File: config.mk
export PLATFORM = sky130hd
export DESIGN_NAME = uart_tx_arbiter
export DESIGN_NICKNAME = d
export VERILOG_FILES = /design/src/rtl/uart_pkg.sv /design/src/rtl/uart_tx_arbiter_rr_picker.sv /design/src/rtl/uart_tx_arbiter.sv
export SDC_FILE = /design/constraint.sdc
export NUM_CORES = 1
export LEC_CHECK = 0
export CORE_MARGIN = 2
export CORE_UTILIZATION = 40
export DETAILED_ROUTE_END_ITERATION = 12
export HOLD_SLACK_MARGIN = 0.08
export PLACE_DENSITY = 0.81
export SLEW_MARGIN = 20
export SYNTH_ARGS = -nofsm -noshare
export SYNTH_HDL_FRONTEND = slang
export SYNTH_SLANG_ARGS = --single-unit
File: constraint.sdc
create_clock -name clk -period 5 [get_ports clk]
set_input_delay 0.75 -clock clk [delete_from_list [all_inputs] [get_ports clk]]
set_output_delay 0.75 -clock clk [all_outputs]
set_load 0.03 [all_outputs]
File: src/rtl/uart_pkg.sv
// Shared UART definitions: byte width, arbiter state encoding and rate constants.
package uart_pkg;

    localparam int BYTE_WIDTH = 8;

    // System clock and line rate; one bit time in clk cycles, rounded to nearest.
    localparam int CLOCK_RATE = 10_000_000;
    localparam int BAUD_RATE  = 115_200;
    localparam int BIT_CYCLES = (CLOCK_RATE + BAUD_RATE / 2) / BAUD_RATE;

    typedef enum logic [1:0] {
        IDLE,
        STREAM,
        GAP
    } arb_state_t;

    // Width of a counter that must hold values up to maxVal (never narrower than 1 bit).
    function automatic int cntWidth(input int maxVal);
        return (maxVal < 2) ? 1 : $clog2(maxVal + 1);
    endfunction

endpackage

File: src/rtl/uart_tx_arbiter_rr_picker.sv
// Round-robin picker: first requester with req set, searching ptr+1 .. ptr (mod NUM_REQ).
module rr_picker #(
    parameter int NUM_REQ = 4
) (
    input  logic [NUM_REQ-1:0]         req,
    input  logic [$clog2(NUM_REQ)-1:0] ptr,
    output logic [NUM_REQ-1:0]         winner,
    output logic                       anyValid
);
    localparam int PTR_W = $clog2(NUM_REQ);

    int               idx;
    logic [PTR_W-1:0] idxW;

    // Scan from the farthest slot towards ptr+1 so the nearest valid slot overwrites last.
    always_comb begin
        winner   = '0;
        anyValid = |req;
        idx      = 0;
        idxW     = '0;
        for (int k = NUM_REQ; k >= 1; k--) begin
            idx  = (int'(ptr) + k) % NUM_REQ;
            idxW = PTR_W'(idx);
            if (req[idxW]) begin
                winner       = '0;
                winner[idxW] = 1'b1;
            end
        end
    end

endmodule

File: src/rtl/uart_tx_arbiter.sv
// Shares one byte-wide UART transmitter among NUM_REQ requesters. A grant is held for a
// whole message (up to reqLast), followed by a forced idle gap; a stalled owner is dropped.
module uart_tx_arbiter
    import uart_pkg::*;
#(
    parameter int NUM_REQ        = 4,
    parameter int GAP_CYCLES     = BIT_CYCLES,
    parameter int TIMEOUT_CYCLES = 1000
) (
    input  logic                          clk,
    input  logic                          reset,
    input  logic [NUM_REQ-1:0]            reqValid,
    input  logic [NUM_REQ*BYTE_WIDTH-1:0] reqData,
    input  logic [NUM_REQ-1:0]            reqLast,
    output logic [NUM_REQ-1:0]            reqReady,
    output logic                          txValid,
    output logic [BYTE_WIDTH-1:0]         txData,
    input  logic                          txReady,
    output logic [NUM_REQ-1:0]            grant,
    output logic                          busy,
    output logic                          abort
);
    localparam int PTR_W = $clog2(NUM_REQ);
    localparam int GAP_W = cntWidth(GAP_CYCLES);
    localparam int TO_W  = cntWidth(TIMEOUT_CYCLES);

    arb_state_t         state;
    logic [PTR_W-1:0]   ptr;
    logic [GAP_W-1:0]   gapCnt;
    logic [TO_W-1:0]    toCnt;

    logic [NUM_REQ-1:0] pickOneHot;
    logic               anyReq;
    logic [PTR_W-1:0]   pickIdx;
    logic               ownerValid;
    logic               ownerLast;
    logic               msgDone;
    logic               timedOut;

    rr_picker #(.NUM_REQ(NUM_REQ)) uPicker (
        .req      (reqValid),
        .ptr      (ptr),
        .winner   (pickOneHot),
        .anyValid (anyReq)
    );

    // Encode the picker's one-hot winner into the index kept as the rotation pointer.
    always_comb begin
        pickIdx = '0;
        for (int i = 0; i < NUM_REQ; i++) begin
            if (pickOneHot[i]) pickIdx = PTR_W'(i);
        end
    end

    // Steer the owner's lane to the transmitter; nothing passes outside STREAM.
    always_comb begin
        ownerValid = 1'b0;
        ownerLast  = 1'b0;
        txData     = '0;
        for (int i = 0; i < NUM_REQ; i++) begin
            if (grant[i]) begin
                ownerValid = reqValid[i];
                ownerLast  = reqLast[i];
            end
        end
        txValid  = (state == STREAM) && ownerValid;
        reqReady = (state == STREAM) ? (grant & {NUM_REQ{txReady}}) : '0;
        if (txValid) begin
            for (int i = 0; i < NUM_REQ; i++) begin
                if (grant[i]) txData = reqData[i*BYTE_WIDTH +: BYTE_WIDTH];
            end
        end
    end

    // Only an owner stall (reqValid low) counts towards the timeout, never txReady backpressure.
    assign msgDone  = txValid && txReady && ownerLast;
    assign timedOut = (state == STREAM) && !ownerValid && (toCnt == TO_W'(TIMEOUT_CYCLES - 1));
    assign busy     = (state != IDLE);

    // Arbitration FSM: grant, rotation pointer, gap and stall counters, abort pulse.
    always_ff @(posedge clk) begin
        if (reset) begin
            state  <= IDLE;
            grant  <= '0;
            abort  <= 1'b0;
            ptr    <= PTR_W'(NUM_REQ - 1);
            gapCnt <= '0;
            toCnt  <= '0;
        end else begin
            abort <= 1'b0;
            case (state)
                IDLE: begin
                    if (anyReq) begin
                        grant <= pickOneHot;
                        ptr   <= pickIdx;
                        toCnt <= '0;
                        state <= STREAM;
                    end
                end
                STREAM: begin
                    if (msgDone || timedOut) begin
                        grant <= '0;
                        toCnt <= '0;
                        abort <= timedOut;
                        if (GAP_CYCLES > 0) begin
                            gapCnt <= GAP_W'(GAP_CYCLES);
                            state  <= GAP;
                        end else begin
                            state <= IDLE;
                        end
                    end else if (ownerValid) begin
                        toCnt <= '0;
                    end else begin
                        toCnt <= toCnt + 1'b1;
                    end
                end
                GAP: begin
                    if (gapCnt == GAP_W'(1)) state <= IDLE;
                    else                     gapCnt <= gapCnt - 1'b1;
                end
                default: state <= IDLE;
            endcase
        end
    end

endmodule

==> implementation parameters <==
Parameter                              Value

Route
  Routed len/inst ... 13.82 um
  Number of DRC violations after detailed routing ... 0
  Antenna viol nets, final ... 0
  DRT Pass-1 Iters ... 5
  Avg Vias per Cell ... 5.579
  Vias post-DR ... 2042
  Number of DRC violations after detailed-routing iteration 0 ... 161
  WL final ... 5059 um

Timing
  Final Cycle Share ... 0.8086
  Final setup fails ... 0
  RSZ-0062 raised after global routing ... false
  Worst hold slack ... 0.5192 ns
  Total Negative Setup Slacks ... 0 ns
  Worst-margin pin slew ... 0.8718 ns
  Final Hold Fails ... 0
  Tightest slew margin relative to the limit ... 0.4176
  Final setup skew ... 0.002981 ns
  Worst Slack Setup Final ... 0.9572 ns
  Crit path time final ... 4.043 ns
  Final-report max-slew violation count ... 0
  Maximum operating frequency ... 247.4 MHz

Synthesis
  Library cell with the highest instance count after synthesis ... nor2_1
  Top cells by count, synth ... nor2_1 (30), dfxtp_1 (26), a21oi_1 (18), nor2b_1 (15), nor3_1 (14)
  Post-Syn Nets ... 303
  Area of the mapped netlist ... 2013 um^2
  Synthesis-stage register bit count ... 26
  Post-synthesis mux area share ... 0.08515
  Dominant combinational cell family by area after synthesis ... simple AND/OR/NAND/NOR gates
  Synth async-reset ratio ... 0
  Number of enable-type register cells in the synthesized netlist ... 0
  Post-synthesis cell count ... 250
  Post-synthesis share of cell area spent on and, or, nand and nor gates ... 0.2784
  Dominant synthesized flop cell ... dfxtp_1
  Compound-cell area share of the yosys netlist ... 0.2169
  Yosys top cell area share ... 0.2585
  Register area share after synthesis ... 0.2585
  Xor/xnor cell area share of the yosys netlist ... 0.04351
  Yosys warning count ... 0
  Mean instance size in the synthesized netlist ... 8.053 um^2
  Count of different cell masters after synthesis ... 50
  Adder-cell share of the synthesized area ... 0.06215
  Cell types occupying the most area after synthesis ... dfxtp_1 (26%), ha_1 (6.2%), nor2_1 (5.6%)
  Cell type with the largest total area after synthesis ... dfxtp_1

Clock network
  Post-cts sizing count ... 0
  Total clock sinks ... 26
  Max Root-Sink Buffers ... 2
  Number of H-tree levels ... 1
  CTS tree ... done
  Post-CTS Hold Buffers ... 0
  # Post-CTS Setup Buffers ... 0
  Worst skew pair latency ... 0.26 ns
  CTS Buf Count ... 3
  Clock Pin Slew Worst Setup and Hold Paths ... 0.08 ns
  Clock root buffer ... clkbuf_8

Die
  Core box area ... 4786 um^2
  Vertical die dimension ... 74.95 um
  Area enclosed by the die boundary ... 5617 um^2
  Number of rows created at floorplan ... 25
  Initial Util ... 0.4207
  I/O pin cnt ... 62
  Die extent in x ... 74.95 um

Global route
  Met3 GRT Util ... 0.03614
  Aggregate global-route resource usage ... 0.1749
  First-pass GRT wire length ... 7900 um
  Grt met2 use ... 0.2836
  Maximum number of pins on one net before global-route repair ... 26
  Antenna violations before repair ... 0
  Number of global-route vias before repair ... 1735
  Met1 Usage GRT ... 0.2449
  Top Usage Layer GRT ... met2
  Total congestion overflow after global routing ... 0

Final layout
  Fraction of layout instances using a drive strength above 1 ... 0.05686
  Number of nets in the layout ... 354
  Core occupancy in the finished layout ... 0.5613
  Number of diodes added for antenna fixing ... 0
  Cell area after layout ... 2686 um^2
  P&R area growth vs syn ... 33.44%

Worst setup path
  WS Path Type ... in2out
  Worst path required time ... 4.25 ns
  Worst endpoint data arrival time ... 3.29 ns
  Sort of element at the end of the critical path ... primary output
  Reg2Reg Depth ... 8
  CP Max Fanout ... 9
  Startpoint kind of the worst setup timing path ... primary input

Placed design
  Count of input and output buffers ... 61
  Detailed placer's ending HPWL ... 3790 um
  Worst slack, placed ... 0.9391 ns
  Routability cong. ... 0.8374
  Cell Area, Placed ... 2645 um^2

Worst hold path
  Hold Path Stages ... 2
  Min-delay worst type ... reg2reg

Power
  Static Leakage ... 0.9946 nW
  Power density relative to cell area ... 355.6 nW/um^2
  Worst voltage drop across the vdd grid ... 0.0001825 V

Flow run
  Max-cap violation count ... 0

Status
  Outcome ... finished clean
[per-stage QoR]
| step | total power [mW] | instances |
|---|---|---|
| 6_report | 0.9554 | 366 |
| 5_1_grt | 1.027 | 366 |
| 3_3_place_gp | 0.8305 | 363 |
| 4_1_cts | 0.9566 | 366 |
| 3_5_place_dp | 0.8408 | 363 |
| 2_1_floorplan | 0.7049 | 250 |
[placed cells by master, fill, tap and decap left out, drive strengths merged, types with 5 or more instances in the layout]
cell type	n
a21oi	18
a221oi	11
and3	5
clkdlybuf4s50	61
dfxtp	26
ha	10
inv	11
mux2i	7
nand2	11
nand3	7
nor2	30
nor2b	16
nor3	14
nor4	8
o22ai	5
xnor2	5
xor2	5
[kinds of logic (layout without fill, tap and decap cells)]
logic type / Yosys count / count (layout)
AO/OA/AOI/OAI: 58 / 58
XOR/XNOR: 10 / 10
adder cells (fa/ha/maj): 10 / 10
buffers and inverters: 27 / 76
flip-flops: 26 / 26
multiplexers: 12 / 12
AND/OR/NAND/NOR: 107 / 107
[state kept, by name (all words and copies together), names as in the netlist]
register,count
gapCnt,7
state,2
ptr,2
grant,4
abort,1
toCnt,10
[power by group]
group / switching [mW] / internal [mW]
clock network: 0.0599 / 0.0539
logic: 0.282 / 0.266
registers: 0.0648 / 0.229
[path summary, 6_finish.rpt]
path / startpoint / to / slack, ns
worst min register to register: toCnt[6] / toCnt[6] / 0.52
worst max-delay path: reqValid[1] / txData[2] / 0.96
worst max register to register: ptr[0] / grant[1] / 1.94
worst min-delay path: toCnt[6] / toCnt[6] / 0.52
[cell type report]
cell class	instances	area, um^2
tap	67	83.83
sequential	26	520.5
inverter	11	41.29
timing repair buffer	62	618.1
fill	419	2100
multi-input combinational	197	1381
clock buffer	3	41.29
[routing by layer]
metal	vias to the layer above	wire length (um)
li1	1022	-
met1	938	2346
met2	78	2251
met3	4	435
met4	0	26
met5	-	0
[critical path: stages]
cell,delay (ns)
clkdlybuf4s50_1,0.65
a211oi_1,0.13
a211o_1,0.37
or3b_1,0.54
nor2_1,0.16
clkdlybuf4s50_1,0.68
No activity file was read; power rests on OpenSTA's default activity.
